<file path="src/rtl/systolic_pkg.sv">
// Shared constants and types for the bit-level systolic multiplier and its edge feeder.
// Latency: n/a (declarations only).
// Backpressure: n/a.
package systolic_pkg;

   // Default operand width and array dimension.
   localparam int N_DEF = 4;

   // Cycles from the first feed cycle until the array's final stage holds the product.
   // Shared with the array wrapper so both sides agree on when to sample.
   localparam int RESULT_LAT_DEF = 8;

   // Product width for an n-bit by n-bit unsigned multiply; never overflows.
   function automatic int prod_w(input int n);
      return 2 * n;
   endfunction

   // Feeder control states.
   typedef enum logic [1:0] {
      IDLE = 2'd0,
      FEED = 2'd1,
      WAIT = 2'd2,
      HOLD = 2'd3
   } feeder_state_t;

endpackage

</file>
<file path="src/rtl/edge_skew_shifter.sv">
// Drives one array edge: presents exactly one operand bit per feed phase, all others zero.
// Latency: one cycle; inputs describe the next cycle and the masked bits are registered.
// Backpressure: none; the controller decides when a phase is presented.
module edge_skew_shifter #(
   parameter int W    = 4,
   parameter int PH_W = 2
) (
   input  logic            clk,
   input  logic            rst_n,
   input  logic [W-1:0]    opnd,
   input  logic [PH_W-1:0] phase,
   input  logic            feed,
   output logic [W-1:0]    edge_bits
);

   logic [W-1:0] mask;

   // One-hot select of the bit that belongs to this phase's row/column.
   always_comb begin
      mask = W'(1) << phase;
   end

   // Register the masked operand bit so the array edge sees clean, glitch-free levels.
   always_ff @(posedge clk) begin
      if (!rst_n) begin
         edge_bits <= '0;
      end else if (feed) begin
         edge_bits <= opnd & mask;
      end else begin
         edge_bits <= '0;
      end
   end

endmodule

</file>
<file path="src/rtl/systolic_operand_feeder.sv">
// Edge controller for the N x N bit-level systolic multiplier: skews operand bits onto the edges, collects the product.
// Latency: product valid RESULT_LAT+2 cycles after the input handshake; one operation in flight at a time.
// Backpressure: s_ready only in IDLE; m_valid/m_prod hold until m_ready, and the next operand waits for that handshake.
module systolic_operand_feeder
   import systolic_pkg::*;
#(
   parameter int N          = N_DEF,
   parameter int RESULT_LAT = RESULT_LAT_DEF
) (
   input  logic                  clk,
   input  logic                  rst_n,
   input  logic                  s_valid,
   output logic                  s_ready,
   input  logic [N-1:0]          s_a,
   input  logic [N-1:0]          s_b,
   output logic [N-1:0]          a_edge,
   output logic [N-1:0]          b_edge,
   input  logic [prod_w(N)-1:0]  sum_tail,
   output logic                  m_valid,
   input  logic                  m_ready,
   output logic [prod_w(N)-1:0]  m_prod,
   output logic                  busy
);

   // The counter must reach RESULT_LAT without wrapping; RESULT_LAT >= N keeps FEED inside that range.
   localparam int CNT_W = $clog2(RESULT_LAT + 1);
   localparam int PH_W  = (N > 1) ? $clog2(N) : 1;

   feeder_state_t      state;
   feeder_state_t      state_nxt;
   logic [CNT_W-1:0]   cnt;
   logic [CNT_W-1:0]   cnt_nxt;
   logic [N-1:0]       a_q;
   logic [N-1:0]       b_q;
   logic [N-1:0]       a_nxt;
   logic [N-1:0]       b_nxt;
   logic               feed_nxt;
   logic               capture;
   logic [PH_W-1:0]    phase_nxt;

   // State and operand registers; reset drops any in-flight operation without a result.
   always_ff @(posedge clk) begin
      if (!rst_n) begin
         state <= IDLE;
         cnt   <= '0;
         a_q   <= '0;
         b_q   <= '0;
      end else begin
         state <= state_nxt;
         cnt   <= cnt_nxt;
         a_q   <= a_nxt;
         b_q   <= b_nxt;
      end
   end

   // Next-state, counter and handshake decode. The counter runs from phase 0 through WAIT so
   // sampling happens exactly RESULT_LAT cycles after the first feed cycle.
   always_comb begin
      state_nxt = state;
      cnt_nxt   = cnt;
      a_nxt     = a_q;
      b_nxt     = b_q;
      feed_nxt  = 1'b0;
      capture   = 1'b0;
      s_ready   = 1'b0;
      m_valid   = 1'b0;
      busy      = 1'b1;
      case (state)
         IDLE: begin
            busy    = 1'b0;
            s_ready = rst_n;
            if (s_valid) begin
               a_nxt     = s_a;
               b_nxt     = s_b;
               cnt_nxt   = '0;
               feed_nxt  = 1'b1;
               state_nxt = FEED;
            end
         end
         FEED: begin
            cnt_nxt = cnt + CNT_W'(1);
            if (cnt == CNT_W'(N - 1)) begin
               state_nxt = WAIT;
            end else begin
               feed_nxt = 1'b1;
            end
         end
         WAIT: begin
            if (cnt == CNT_W'(RESULT_LAT)) begin
               capture   = 1'b1;
               state_nxt = HOLD;
            end else begin
               cnt_nxt = cnt + CNT_W'(1);
            end
         end
         HOLD: begin
            // Gated by reset so a consumer never sees a handshake while the block is being cleared.
            m_valid = rst_n;
            if (m_ready) begin
               state_nxt = IDLE;
            end
         end
         default: begin
            state_nxt = IDLE;
         end
      endcase
   end

   // Phase of the cycle about to start; only meaningful while feed_nxt is high (cnt_nxt < N).
   always_comb begin
      phase_nxt = cnt_nxt[PH_W-1:0];
   end

   // Result register: the array's final stage is taken verbatim, no arithmetic here.
   always_ff @(posedge clk) begin
      if (!rst_n) begin
         m_prod <= '0;
      end else if (capture) begin
         m_prod <= sum_tail;
      end
   end

   // West edge: bit r of A presented in phase r.
   edge_skew_shifter #(
      .W    (N),
      .PH_W (PH_W)
   ) u_west (
      .clk       (clk),
      .rst_n     (rst_n),
      .opnd      (a_nxt),
      .phase     (phase_nxt),
      .feed      (feed_nxt),
      .edge_bits (a_edge)
   );

   // North edge: bit c of B presented in phase c.
   edge_skew_shifter #(
      .W    (N),
      .PH_W (PH_W)
   ) u_north (
      .clk       (clk),
      .rst_n     (rst_n),
      .opnd      (b_nxt),
      .phase     (phase_nxt),
      .feed      (feed_nxt),
      .edge_bits (b_edge)
   );

endmodule

</file>
<file path="config.mk">
export PLATFORM = sky130hd
export DESIGN_NAME = systolic_operand_feeder
export DESIGN_NICKNAME = d
export VERILOG_FILES = /design/src/rtl/systolic_pkg.sv /design/src/rtl/edge_skew_shifter.sv /design/src/rtl/systolic_operand_feeder.sv
export SDC_FILE = /design/constraint.sdc
export NUM_CORES = 1
export LEC_CHECK = 0
export CELL_PAD_IN_SITES_DETAIL_PLACEMENT = 1
export CELL_PAD_IN_SITES_GLOBAL_PLACEMENT = 2
export CORE_MARGIN = 2
export CORE_UTILIZATION = 30
export CTS_BUF_LIST = sky130_fd_sc_hd__clkbuf_2
export DETAILED_ROUTE_END_ITERATION = 16
export PLACE_DENSITY = 0.91
export SKIP_LAST_GASP = 1
export SLEW_MARGIN = 40
export SYNTH_ARGS = -nofsm -noshare
export SYNTH_HDL_FRONTEND = slang
export SYNTH_SLANG_ARGS = --single-unit
</file>
<file path="constraint.sdc">
create_clock -name clk -period 3.7 [get_ports clk]
set_clock_uncertainty 0.1 [all_clocks]
set_input_delay 0.74 -clock clk [delete_from_list [all_inputs] [get_ports clk]]
set_output_delay 0.74 -clock clk [all_outputs]
set_load 0.03 [all_outputs]
</file>
### Yosys cells after proc, flatten, opt, wreduce, memory -nomap -nowiden

Cells that the tools add are included.

| word-level totals | value |
|---|---|
| bits in registers | 30 |
| bits of input ports | 20 |
| logic and storage cells | 47 |

| operators by class | value |
|---|---|
| $add $sub $neg | 1 |
| equal/unequal tests | 10 |
| shift-type cells | 1 |
| mux-type cells | 20 |
| bitwise operators | 2 |
| reduce and logical (&&, ||, !) cells | 5 |

Operators with widths:

| operator | count |
|---|---|
| 4-bit two-way mux | 6 |
| 4-bit case mux with 3 select lines | 1 |
| 2-bit != test, second input constant | 5 |
| 4-bit bitwise AND | 2 |
| 2-bit two-way mux | 4 |
| 2-bit case mux with 4 select lines | 1 |
| 1-bit two-way mux | 7 |
| 4-bit by 1-bit adder with 4-bit output, second input constant | 1 |
| 2-bit equality test, second input constant | 2 |
| 4-bit by 2-bit equality test with 1-bit output, second input constant | 1 |
| 4-bit equality test, second input constant | 1 |
| 4-bit AND reduction | 1 |
| 1-bit by 2-bit << shifter with 4-bit output, first input constant | 1 |
| 3-bit AND reduction | 1 |
| 3-bit nonzero test | 1 |
| 2-bit by 1-bit equality test with 1-bit output, second input constant | 1 |
| 2-bit zero test | 1 |
| 1-bit case mux with 2 select lines | 1 |
| 2-bit AND reduction | 1 |

### Logic depth before layout (Yosys ltp)

Gate-level depths: netlist of run 1.

| logic depth | value |
|---|---|
| depth after elaboration | 5 |
| depth in mapped cells | 7 |
| mapped depth without buffers | 6 |

### Modules after synthesis

Synthesis of run 1 repeated with hierarchy kept, for this count alone.

| unflattened totals | value |
|---|---|
| cell total of the unflattened synthesis | 141 |
| area, all modules | 1296.2 µm² |

Modules (own cells, without submodules):

| module | times used | cells each | area each (µm²) | seq. area each (µm²) |
|---|---|---|---|---|
| systolic_operand_feeder | 1 | 117 | 1031.0 | 440.4 |
| edge_skew_shifter | 2 | 12 | 132.6 | 80.1 |

### Worst setup path before layout of run 1

OpenSTA, ideal clock, no wires.

| timing | value |
|---|---|
| kind | in2out |
| start | input rst_n |
| end | output m_valid |
| arrival | 1247 ps |
| data required time | 2860 ps |
| slack | 1613 ps |
| stages on the path | 2 |
| buffers on the path | 1 |
| cells stage by stage | clkbuf_1 -> and2_1 |

| between the ends | value |
|---|---|
| word-level cells in the longest chain between the ends | 1 |

RTL lines:

| item | line | RTL |
|---|---|---|
| from (decl) | systolic_operand_feeder.sv:11 | `input logic rst_n,` |
| 1-bit two-way mux | systolic_operand_feeder.sv:68 | `case (state)` |
| to (decl) | systolic_operand_feeder.sv:19 | `output logic m_valid,` |

Every way passes these cells.

### Worst setup path after layout of run 1

| timing | value |
|---|---|
| start | input rst_n |
| end | output s_ready |

| between the ends | value |
|---|---|
| word-level cells in the longest chain between the ends | 1 |

RTL lines:

| item | line | RTL |
|---|---|---|
| 1-bit two-way mux | systolic_operand_feeder.sv:68 |  |
| to (decl) | systolic_operand_feeder.sv:13 | `output logic s_ready,` |

Every way passes these cells.

==> results.toml, run 1 <==
[die]
row_count = 24
dieHeight_um = 71.1
die_area_sq_mm = 0.00506
die_w_um = 71.1
io_pins = 39
start_util_pct = 31.0
coreArea_sq_mm = 0.00435

[clock_tree]
hold_buffers = 0
clock_latency_ps = 350
cts_root_buffer = "clkbuf_2"
htreeDepth = 2
cts_tree = "built"
cts_buffer_depth = 2
post_cts_buffers = 0
cts_made_buffers = 5
clk_pin_slew_ps = 130
cts_num_sinks = 30
cts_resized = 0

[finish]
num_antenna_cells = 0
final_common_cell = "clkdlybuf4s50_1"
area_growth_pct = 34.6
nNetsFinal = 204
layout_common_cells = "clkdlybuf4s50_1, dfxtp_1, nand2_1"
fillers = 491
drive_gt1_share_pct = 9.04
final_util_pct = 41.8

[sta]
rsz0062_at_grt = "false"
fin_crit_ps = 2860
setup_tns_ps = 0
fmax_ghz = 0.349
slew_headroom_pct = 50.0
finalMaxSlewViolations = 0
post-route-period-util_pct = 77.4
hold_viol_final = 0
worst_pin_slew_ps = 741
final-setup-viol-count = 0

[routing]
top_layer_used = "met4"
drc = 0
firstDrtPassIters = 4
routed_wl_mm = 3.16
wl_met1_mm = 1.32
wire_per_inst_um = 13.8
wl_met2_mm = 1.62
ant_nets = 0
via_per_inst = 4.85
drt_iter0_drc = 26
via_count = 1111
wl_met3_um = 180

[setup_path]
critPathKind = "primary input to primary output"
cpMostUsedCell = "clkdlybuf4s50_1"
worstPathRequired_ps = 2860
end_kind = "primary output"
crit_chain = "clkdlybuf4s50_1 > and2_1 > clkdlybuf4s50_1"
path_max_fanout = 3
cpPeakStageDelay_ps = 670
cp.arrival_ps = 2020
cpMaxStageDelayCell = "clkdlybuf4s50_1"
cp-start-kind = "primary input"

[logic_synthesis]
synth-seq-cells = 30
yosysTopAreaCellShare_pct = 44.4
synth_xor_area_share_pct = 0
synth_top_family_by_area = "simple AND/OR/NAND/NOR gates"
synth_compound_gate_area_share_pct = 13.1
synth_area_leaders = "dfxtp_1, ha_1, mux2i_1"
yosysWarnings = 0
synth_area_sq_mm = 0.00135
synth_cell_types = 34
synthSimpleGateAreaFrac_pct = 24.7
synth.avg_cell_area_sq_um = 10.1
synthMuxAreaShare_pct = 6.67
yosysSeqAreaShare_pct = 44.4
synth-adder-area-share_pct = 7.41
synth_cells = 134
synth_area_leader_cell = "dfxtp_1"
synth_nets = 162

[grt]
overflow = 0
grt_pass1_wl_mm = 5.24
grt_max_degree = 25
grt_pass1_vias = 1142
antenna_found_initial = 0
track_usage_pct = 13.2

[pwr]
peakVddDrop_mv = 0.402
power.share.combinational_pct = 45.8
p_per_area_mw_per_mm2 = 563
switchingPower_uw = 423
p_leak_uw = 0.000700
power_frac_clock_pct = 14.9
swShare_pct = 41.3
p_int_uw = 602
seqPwrFrac_pct = 39.2

[job]
cap_violations = 0

[placed_design]
io_buffers = 38
place_hpwl_mm = 2.41
gp_congestion = 0.783

[min_path]
hold_class = "register to register"

[status]
status = "finished, final reports clean"
layout make-up:
| cell class | count | area [sq um] | share of cell area, % |
|---|---|---|---|
| multi-input cells | 93 | 701 | 38.5 |
| well taps | 52 | 65.1 | 3.58 |
| repair buffers | 39 | 388 | 21.3 |
| clock buffers | 6 | 30.0 | 1.65 |
| flip-flops and latches | 30 | 601 | 33.0 |
| inverters | 7 | 26.3 | 1.44 |
| clock inverters | 2 | 8.76 | 0.481 |
power groups by stage:
stage / clock (uW) / combinational [uW] / sequential (uW)
after detailed placement: 0 / 472 / 412
after floorplan: 0 / 327 / 415
after global routing: 176 / 516 / 410
after global placement: 0 / 454 / 405
after CTS: 163 / 474 / 403
final: 153 / 469 / 402
registers in the layout, indices dropped and copies added, names as in the netlist:
name,flops
u_west.edge_bits,4
u_north.edge_bits,4
cnt,4
m_prod,8
b_q,4
state,2
a_q,4
per-stage QoR:
step / cells / setup slack [ps] / hold slack (ps) / area (sq um) / power [uW]
2_1_floorplan: 134 / 1610 / 381 / 1350 / 742
3_3_place_gp: 221 / 846 / 352 / 1780 / 859
3_5_place_dp: 221 / 834 / 365 / 1780 / 884
4_1_cts: 229 / 826 / 384 / 1820 / 1040
5_1_grt: 229 / 740 / 401 / 1820 / 1100
6_report: 229 / 838 / 379 / 1820 / 1020
cells by family (layout without fill, tap and decap cells):
| group | count (synthesis) | in the layout |
|---|---|---|
| flops | 30 | 30 |
| buf+inv | 11 | 54 |
| compound gates | 22 | 22 |
| simple gates | 54 | 54 |
| mux | 9 | 9 |
| fa+ha+maj | 8 | 8 |
cells in the mapped netlist:
master	instances
dfxtp_1	30
nand2_1	20
mux2i_1	9
nor2b_1	9
a21boi_0	8
ha_1	8
inv_1	7
nor4_2	5
and2_1	4
o21ai_0	4
nor4_1	3
a21boi_1	2
clkbuf_1	2
nor2_1	2
or4_1	2
a21o_1	1
a21oi_1	1
a221oi_1	1
and4b_1	1
buf_2	1
buf_6	1
nand2b_1	1
nand3_1	1
nand3b_1	1
nand4b_1	1
nor2b_4	1
nor3b_1	1
o21a_1	1
o311a_1	1
o31a_1	1
o31ai_2	1
o31ai_4	1
or2_1	1
or3b_1	1
path summary, 6_finish.rpt:
kind / from / to / slack (ps) / depth (start not counted)
setup / recovery: rst_n / s_ready / 840 / 3
hold / removal: m_prod[0]$_SDFFE_PN0P_ / m_prod[0]$_SDFFE_PN0P_ / 380 / 2
setup reg to reg: state[0]$_SDFFE_PN0P_ / u_west.edge_bits[3]$_SDFF_PN0_ / 1530 / 6
hold reg to reg: m_prod[0]$_SDFFE_PN0P_ / m_prod[0]$_SDFFE_PN0P_ / 380 / 2
routing by layer:
layer / vias to the layer above / GRT usage (%)
met5: - / 0
met4: 0 / 3.14
met3: 7 / 5.27
met2: 27 / 22.8
met1: 530 / 15.3
li1: 547 / -
worst max-delay path, delay by kind of cell:
kind | cells | cell delay, ps
buffers and inverters | 2 | 1150
and+or+nand+nor | 1 | 130
Power figures use the tool's default switching activity.
==> run 2, diff against run 1 <==
CORE_UTILIZATION = 29   (was 30)
PLACE_DENSITY = 0.89   (was 0.91)
clock period = 2.8 ns   (was 3.7 ns; I/O delays follow)
==> results.toml, run 2 (synthesis results as in run 1) <==
[routing]
firstDrtPassIters = 4
routed_wl_mm = 3.14
ant_nets = 0
via_per_inst = 4.82
via_count = 1103
wire_per_inst_um = 13.7
drt_iter0_drc = 11
drc = 0

[clock_tree]
cts_resized = 0
clock_latency_ps = 350
post_cts_buffers = 0
htreeDepth = 2
cts_num_sinks = 30
cts_made_buffers = 5
cts_buffer_depth = 2
cts_root_buffer = "clkbuf_2"
hold_buffers = 0
cts_tree = "built"
clk_pin_slew_ps = 130

[finish]
registers.top_by_ff_count = "m_prod"
largest_register_ffs = 8
layout_common_cells = "clkdlybuf4s50_1, dfxtp_1, nand2_1"
drive_gt1_share_pct = 10.2
final_common_cell = "clkdlybuf4s50_1"
final_cells = 229
area_growth_pct = 35.6
num_antenna_cells = 0
nNetsFinal = 206

[pwr]
p_leak_uw = 0.000707
p_per_area_mw_per_mm2 = 736
total_power_uw = 1350
peakVddDrop_mv = 0.521

[setup_path]
regToRegStartpoint = "state[0]$_SDFFE_PN0P_"
worstPathRequired_ps = 2140
end_kind = "primary output"
r2r_slack_ps = 610
path_delay_family = "buffers and inverters"
crit_start = "state[0]$_SDFFE_PN0P_"
reg2reg_to = "u_north.edge_bits[0]$_SDFF_PN0_"
critPathKind = "register to primary output"
critPathBufInv = 3
path_max_fanout = 5
cpMaxStageDelayCell = "clkdlybuf4s50_1"
cpPeakStageDelay_ps = 660
critPathCapture = "busy"
worst-path-stages = 4
cp-start-kind = "register"
reg2reg_depth = 6
cp.arrival_ps = 1880
crit_chain = "inv_1 > ha_1 > inv_1 > clkdlybuf4s50_1"
cpMostUsedCell = "inv_1"

[placed_design]
gp_congestion = 0.774
place_hpwl_mm = 2.45
pre_cts_slack_ps = 558
io_buffers = 38
dp_cells = 223

[sta]
post-route-period-util_pct = 90.7
rsz0062_at_grt = "false"
worst_pin_slew_ps = 583
hold_viol_final = 0
fmax_ghz = 0.394
final-setup-viol-count = 0
setup_slack_ps = 261
slew_headroom_pct = 60.9
fin_crit_ps = 2540
setup_tns_ps = 0
finalMaxSlewViolations = 0

[die]
row_count = 24
die_w_um = 72.3
io_pins = 39
coreArea_sq_mm = 0.00441
dieHeight_um = 72.3
die_area_sq_mm = 0.00522
start_util_pct = 30.6

[status]
status = "finished, final reports clean"

[min_path]
hold_class = "register to register"

[grt]
track_usage_pct = 13.0
overflow = 0
grt_pass1_vias = 1125
grt_max_degree = 16
antenna_found_initial = 0
grt_pass1_wl_mm = 5.22

[job]
cap_violations = 0
[run 2: changes by cell type in the layout (fill, tap and decap cells not counted), sizes merged]
cell and change:
clkbuf -1, buf +4, clkdlybuf4s50 -2, clkinv -1
[run 2: cell type report]
cell class | instances | area, sq um
Tap cell | 52 | 65.1
Inverter | 7 | 26.3
Sequential cell | 30 | 601
Clock buffer | 5 | 25.0
Multi-Input combinational cell | 93 | 701
Fill cell | 495 | 2580
Clock inverter | 1 | 3.75
Timing Repair Buffer | 41 | 410
[run 2: how the worst min path moves through the flow]
stage,cells past startpoint,slack [ps],end,startpoint
after CTS,2,380,m_prod[4]$_SDFFE_PN0P_,m_prod[4]$_SDFFE_PN0P_
after global placement,2,350,m_prod[5]$_SDFFE_PN0P_,m_prod[5]$_SDFFE_PN0P_
after detailed placement,2,370,m_prod[4]$_SDFFE_PN0P_,m_prod[4]$_SDFFE_PN0P_
final,2,380,m_prod[4]$_SDFFE_PN0P_,m_prod[4]$_SDFFE_PN0P_
after floorplan,2,380,cnt[2]$_SDFFE_PN0P_,cnt[2]$_SDFFE_PN0P_
after global routing,2,410,m_prod[1]$_SDFFE_PN0P_,m_prod[1]$_SDFFE_PN0P_
[run 2: power breakdown]
| part | internal, uW | switching, uW |
|---|---|---|
| combinational | 263 | 374 |
| clock | 49.5 | 131 |
| sequential | 482 | 47.6 |
[run 2: stage by stage]
step / instance area [sq um] / util (%) / hold WS [ps]
2_1_floorplan: 1350 / - / 381
3_3_place_gp: 1800 / 40.8 / 350
6_report: 1830 / 41.5 / 380
4_1_cts: 1830 / 41.5 / 383
3_5_place_dp: 1800 / 40.8 / 365
5_1_grt: 1830 / 41.5 / 406
[run 2: routing by layer]
layer | part of all wire (%) | global-route usage, % | vias to the layer above | wire length, um
li1 | - | - | 548 | -
met1 | 45 | 15.5 | 527 | 1420
met2 | 49 | 21.3 | 22 | 1530
met3 | 4.6 | 4.44 | 6 | 143
met4 | 1.5 | 5.03 | 0 | 48
met5 | 0 | 0 | - | 0
[run 2: worst reg2reg max path: stages, from the launching register on]
cell and delay [ps]:
dfxtp_1 440, inv_1 110, ha_1 300, and4b_1 370
o31ai_4 310, o31ai_2 190, nor4_2 290
